===== src/rtl/alu_muldiv.sv =====
// RV32M-style multiply/divide unit: single-cycle registered multiply, XLEN-cycle
// restoring divider, with reservation-station issue and ROB result handshakes.
module alu_muldiv #(
    parameter int XLEN  = 32,
    parameter int TAG_W = 4
) (
    input  logic             clk,
    input  logic             rst,
    input  logic             valid_from_rs,
    input  logic [2:0]       op_from_rs,
    input  logic [XLEN-1:0]  v1_from_rs,
    input  logic [XLEN-1:0]  v2_from_rs,
    input  logic [TAG_W-1:0] tag_from_rs,
    output logic             ready_to_rs,
    input  logic             clear_from_rob,
    input  logic             ready_from_rob,
    output logic             valid_to_rob,
    output logic [XLEN-1:0]  data_to_rob,
    output logic [TAG_W-1:0] tag_to_rob
);
    localparam int CNT_W = $clog2(XLEN);
    localparam logic [XLEN-1:0]  ONE      = XLEN'(1);
    localparam logic [XLEN-1:0]  ALL_ONES = '1;
    localparam logic [XLEN-1:0]  MIN_NEG  = {1'b1, {(XLEN-1){1'b0}}};
    localparam logic [CNT_W-1:0] CNT_LOAD = CNT_W'(XLEN-1);
    localparam logic [CNT_W-1:0] CNT_ONE  = CNT_W'(1);

    typedef enum logic [1:0] {IDLE, MUL, DIV, DONE} state_t;

    state_t             r_state;
    logic [1:0]         r_op;
    logic [XLEN-1:0]    r_a;
    logic [XLEN-1:0]    r_b;
    logic [XLEN-1:0]    r_rem;
    logic [XLEN-1:0]    r_result;
    logic [TAG_W-1:0]   r_tag;
    logic [CNT_W-1:0]   r_cnt;
    logic               r_neg_q;
    logic               r_neg_r;

    function automatic logic [XLEN-1:0] f_neg_if(input logic [XLEN-1:0] v, input logic neg);
        return neg ? (~v + ONE) : v;
    endfunction

    function automatic logic [XLEN-1:0] f_abs(input logic [XLEN-1:0] v, input logic is_signed);
        return f_neg_if(v, is_signed & v[XLEN-1]);
    endfunction

    // Issue-side decode of divide special cases
    logic            w_in_signed;
    logic            w_div0;
    logic            w_ovf;
    logic [XLEN-1:0] w_special_res;

    assign w_in_signed   = ~op_from_rs[0];
    assign w_div0        = (v2_from_rs == '0);
    assign w_ovf         = w_in_signed && (v1_from_rs == MIN_NEG) && (v2_from_rs == ALL_ONES);
    assign w_special_res = w_div0 ? (op_from_rs[1] ? v1_from_rs : ALL_ONES)
                                  : (op_from_rs[1] ? '0 : v1_from_rs);

    // Full-width product; operand extension picks signed/unsigned per op
    logic                w_a_sgn;
    logic                w_b_sgn;
    logic [2*XLEN-1:0]   w_a_ext;
    logic [2*XLEN-1:0]   w_b_ext;
    logic [2*XLEN-1:0]   w_prod;
    logic [XLEN-1:0]     w_mul_res;

    assign w_a_sgn   = (r_op != 2'd3);
    assign w_b_sgn   = (r_op == 2'd1);
    assign w_a_ext   = {{XLEN{r_a[XLEN-1] & w_a_sgn}}, r_a};
    assign w_b_ext   = {{XLEN{r_b[XLEN-1] & w_b_sgn}}, r_b};
    assign w_prod    = w_a_ext * w_b_ext;
    assign w_mul_res = (r_op == 2'd0) ? w_prod[XLEN-1:0] : w_prod[2*XLEN-1:XLEN];

    // One restoring step: dividend shifts out of r_a while quotient bits shift in
    logic [XLEN:0]   w_shift;
    logic [XLEN:0]   w_diff;
    logic            w_ge;
    logic [XLEN-1:0] w_rem_nxt;
    logic [XLEN-1:0] w_quo_nxt;
    logic [XLEN-1:0] w_div_res;

    assign w_shift   = {r_rem, r_a[XLEN-1]};
    assign w_diff    = w_shift - {1'b0, r_b};
    assign w_ge      = ~w_diff[XLEN];
    assign w_rem_nxt = w_ge ? w_diff[XLEN-1:0] : w_shift[XLEN-1:0];
    assign w_quo_nxt = {r_a[XLEN-2:0], w_ge};
    assign w_div_res = r_op[1] ? f_neg_if(w_rem_nxt, r_neg_r) : f_neg_if(w_quo_nxt, r_neg_q);

    always_ff @(posedge clk) begin
        if (rst) begin
            r_state  <= IDLE;
            r_op     <= '0;
            r_a      <= '0;
            r_b      <= '0;
            r_rem    <= '0;
            r_result <= '0;
            r_tag    <= '0;
            r_cnt    <= '0;
            r_neg_q  <= 1'b0;
            r_neg_r  <= 1'b0;
        end else if (clear_from_rob) begin
            r_state  <= IDLE;
            r_result <= '0;
            r_cnt    <= '0;
        end else begin
            case (r_state)
                IDLE: begin
                    if (valid_from_rs) begin
                        r_op  <= op_from_rs[1:0];
                        r_tag <= tag_from_rs;
                        if (!op_from_rs[2]) begin
                            r_a     <= v1_from_rs;
                            r_b     <= v2_from_rs;
                            r_state <= MUL;
                        end else if (w_div0 || w_ovf) begin
                            r_result <= w_special_res;
                            r_state  <= DONE;
                        end else begin
                            r_a     <= f_abs(v1_from_rs, w_in_signed);
                            r_b     <= f_abs(v2_from_rs, w_in_signed);
                            r_rem   <= '0;
                            r_cnt   <= CNT_LOAD;
                            r_neg_q <= w_in_signed & (v1_from_rs[XLEN-1] ^ v2_from_rs[XLEN-1]);
                            r_neg_r <= w_in_signed & v1_from_rs[XLEN-1];
                            r_state <= DIV;
                        end
                    end
                end
                MUL: begin
                    r_result <= w_mul_res;
                    r_state  <= DONE;
                end
                DIV: begin
                    r_a   <= w_quo_nxt;
                    r_rem <= w_rem_nxt;
                    if (r_cnt == '0) begin
                        r_result <= w_div_res;
                        r_state  <= DONE;
                    end else begin
                        r_cnt <= r_cnt - CNT_ONE;
                    end
                end
                DONE: begin
                    if (ready_from_rob) begin
                        r_result <= '0;
                        r_state  <= IDLE;
                    end
                end
                default: r_state <= IDLE;
            endcase
        end
    end

    assign ready_to_rs  = (r_state == IDLE);
    assign valid_to_rob = (r_state == DONE);
    assign data_to_rob  = valid_to_rob ? r_result : '0;
    assign tag_to_rob   = valid_to_rob ? r_tag : '0;

endmodule


===== config.mk =====
export PLATFORM = sky130hd
export DESIGN_NAME = alu_muldiv
export DESIGN_NICKNAME = d
export VERILOG_FILES = /design/src/rtl/alu_muldiv.sv
export SDC_FILE = /design/constraint.sdc
export NUM_CORES = 2
export LEC_CHECK = 0
export CORE_MARGIN = 5
export CORE_UTILIZATION = 49
export DETAILED_ROUTE_END_ITERATION = 6
export GPL_TIMING_DRIVEN = 1
export PLACE_DENSITY = 0.65
export RECOVER_POWER = 25
export SYNTH_ARGS = -nofsm -noshare
export SYNTH_HDL_FRONTEND = slang
export SYNTH_SLANG_ARGS = --single-unit

===== constraint.sdc =====
create_clock -name clk -period 22.5 [get_ports clk]
set_input_delay 3.375 -clock clk [delete_from_list [all_inputs] [get_ports clk]]
set_output_delay 3.375 -clock clk [all_outputs]
set_load 0.05 [all_outputs]

==> results.json <==
{
  "final_hold_viol_count": 0,
  "status": "completed",
  "place_inst": 7333,
  "final_common_cell": "inv_1",
  "cts_buffers": 17,
  "cts_tree": "built",
  "cp-end-kind": "flop",
  "clk_pin_slew_ns": 0.08,
  "grt_start_max_net_pins": 67,
  "synth.area.top_cells": "fa_1 (45%), inv_1 (9.3%), nand2_1 (7.5%)",
  "p_leak_nw": 24.38,
  "crit_arrival_ns": 9.96,
  "setup_tns_ns": 0,
  "async_reset_ff_share_pct": 0,
  "period_needed_ns": 9.639,
  "grt_usage_pct": 30.75,
  "clockBufferDepth": 2,
  "worst_pin_slew_ns": 1.375,
  "postLayoutCoreUtil_pct": 52.21,
  "ys_seq_elements": 143,
  "grt_pass1_wl_um": 262400,
  "report.final.setup_viol": 0,
  "slowest_delay_ns": 0.97,
  "drc_errors": 0,
  "finalClockSkew_ns": 0.01285,
  "critPathTopFamily": "adder cells",
  "cts.sinks": 143,
  "crit_path_start_kind": "flop",
  "drt_iter0_markers": 4203,
  "viasPerCell": 5.718,
  "clk_latency_ns": 0.46,
  "slew_violations": 0,
  "cp_data_required_time_ns": 22.82,
  "grt_setup_unrepaired": "false",
  "drt_first_pass_iters": 7,
  "worst_path_max_delay_cell": "o41ai_1",
  "critPathKind": "reg2reg",
  "cts-resized-gates": 0,
  "syn-num-nets": 7594,
  "cellPowerDensity_mw_per_mm2": 34.75,
  "fp.dieArea_sq_mm": 0.1097,
  "htree_levels": 4,
  "io_pins": 114,
  "period_share_pct": 42.84,
  "synth_top_area_cell": "fa_1",
  "hold_path_class": "reg2reg",
  "syn-cell-area_sq_mm": 0.05057,
  "overflow": 0,
  "relSlewSlack_pct": 7.471,
  "post_cts_buffers": 0,
  "rows": 117,
  "die_w_um": 331.3,
  "synth.top_cell.area_share_pct": 44.58,
  "io_buffers": 113,
  "max-vdd-ir-drop_v": 0.00003889,
  "area_delta_synth_final_pct": 5.503,
  "initial_core_util_pct": 49.49,
  "gp_congestion": 0.9927,
  "drt-total-wl_um": 168200,
  "maxCapViolations": 0,
  "syn_inst": 6136,
  "nFillCells": 9851,
  "wl_per_cell_um": 22.82,
  "die_h_um": 331.3,
  "ys_seq_area_share_pct": 5.661,
  "stdcell_count": 7368,
  "final_cell_mix": "inv_1 (1252), fa_1 (1126), nand2_1 (1017), nor2_1 (338), and2_1 (300)",
  "drive_gt1_share_pct": 3.402,
  "path_max_fanout": 31,
  "final_nets": 7442,
  "fmax_mhz": 103.8,
  "avgSynthCellArea_sq_um": 8.241,
  "hpwlAfterDp_um": 133500,
  "ys_warn_count": 0,
  "first_global_vias": 43630,
  "ant_nets": 0,
  "synthDistinctLibCells": 80,
  "core_sq_mm": 0.1022,
  "root_buffer": "clkbuf_16",
  "synth_edf_count": 0,
  "postCtsHoldBufs": 0,
  "synth_ff_type": "dfxtp_1",
  "grt_antenna_before_repair": 10,
  "crit_buf_inv": 9,
  "vias": 42130
}
## per-layer routing
metal / vias to the layer above / track usage [%] / part of all wire [%]
met5: - / 0 / 0
met4: 0 / 10.05 / 4.0
met3: 346 / 5.525 / 9.7
met2: 2009 / 47.81 / 44
met1: 21470 / 43.92 / 42
li1: 18310 / - / -
## synthesized netlist by cell type, types with 52 or more instances
| cell type | instances |
|---|---|
| clkbuf_1 | 325 |
| o21ai_0 | 157 |
| nor3_1 | 70 |
| xor2_1 | 80 |
| and2_1 | 301 |
| ha_1 | 256 |
| nor2_1 | 338 |
| inv_1 | 1252 |
| nand2_1 | 1017 |
| nand3_1 | 65 |
| xnor2_1 | 116 |
| a21o_1 | 63 |
| dfxtp_1 | 143 |
| fa_1 | 1126 |
| a211oi_1 | 52 |
| a21oi_1 | 272 |
## metrics by stage
step	setup WS (ns)	hold WS [ns]	power, W	instance area, sq um
finish	12.86	0.4536	0.001854	53350
global route	12.30	0.4724	0.001976	53350
CTS	12.95	0.4556	0.001838	53340
detailed placement	12.95	0.4448	0.001521	52760
global placement	13.08	0.4384	0.001507	52760
floorplan	13.97	0.4317	0.001093	50570
## area by class of cell
cell class	instances	area, sq um	share of cell area (%)
Tap cell	1368	1712	3.208
Inverter	1257	4718	8.844
Clock buffer	18	439.2	0.8232
Multi-Input combinational cell	4356	41580	77.94
Sequential cell	143	2893	5.422
Timing Repair Buffer	209	1849	3.466
Antenna cell	3	7.507	0.01407
Clock inverter	14	148.9	0.2791
## sequential cells by signal (all words and copies together) (netlist names)
register and cells:
r_neg_r 1, r_result 32, r_cnt 5, r_neg_q 1, r_rem 32, r_b 32
r_state 2, r_a 32, r_tag 4, r_op 2
## path summary, 6_finish.rpt
check	start	endpoint	slack, ns	cells past startpoint
worst max-delay path	r_a[31]$_SDFFE_PP0P_	r_result[23]$_SDFFE_PP0P_	12.86	29
worst min-delay path	r_tag[3]$_SDFFE_PP0P_	r_tag[3]$_SDFFE_PP0P_	0.45	2
worst max register to register	r_a[31]$_SDFFE_PP0P_	r_result[23]$_SDFFE_PP0P_	12.86	29
worst min register to register	r_tag[3]$_SDFFE_PP0P_	r_tag[3]$_SDFFE_PP0P_	0.45	2
## power by group
| group | switching (W) | internal, W |
|---|---|---|
| registers | 0.0000264 | 0.000264 |
| logic | 0.000826 | 0.000422 |
| clock network | 0.000155 | 0.000160 |
## worst reg2reg max path, delay by kind of cell (launching register included)
kind            cells  cell delay [ns]
fa+ha+maj           9             4.65
compound gates      8             2.44
buf+inv             9             1.59
flops               1             0.33
simple gates        2             0.32
xor+xnor            1             0.20
## logic make-up (layout without fill, tap and decap cells)
logic type	after synthesis	count (layout)	share of synthesized area, %
other	0	3	0
muxes	26	26	0.5270
AOI/OAI and AO/OA	764	764	9.551
DFF	143	143	5.661
buffers and inverters	1637	1498	12.18
and+or+nand+nor	1988	1988	17.78
adders and majority gates	1382	1382	50.91
xor gates and xnor gates	196	196	3.395
Power figures use the tool's default switching activity.
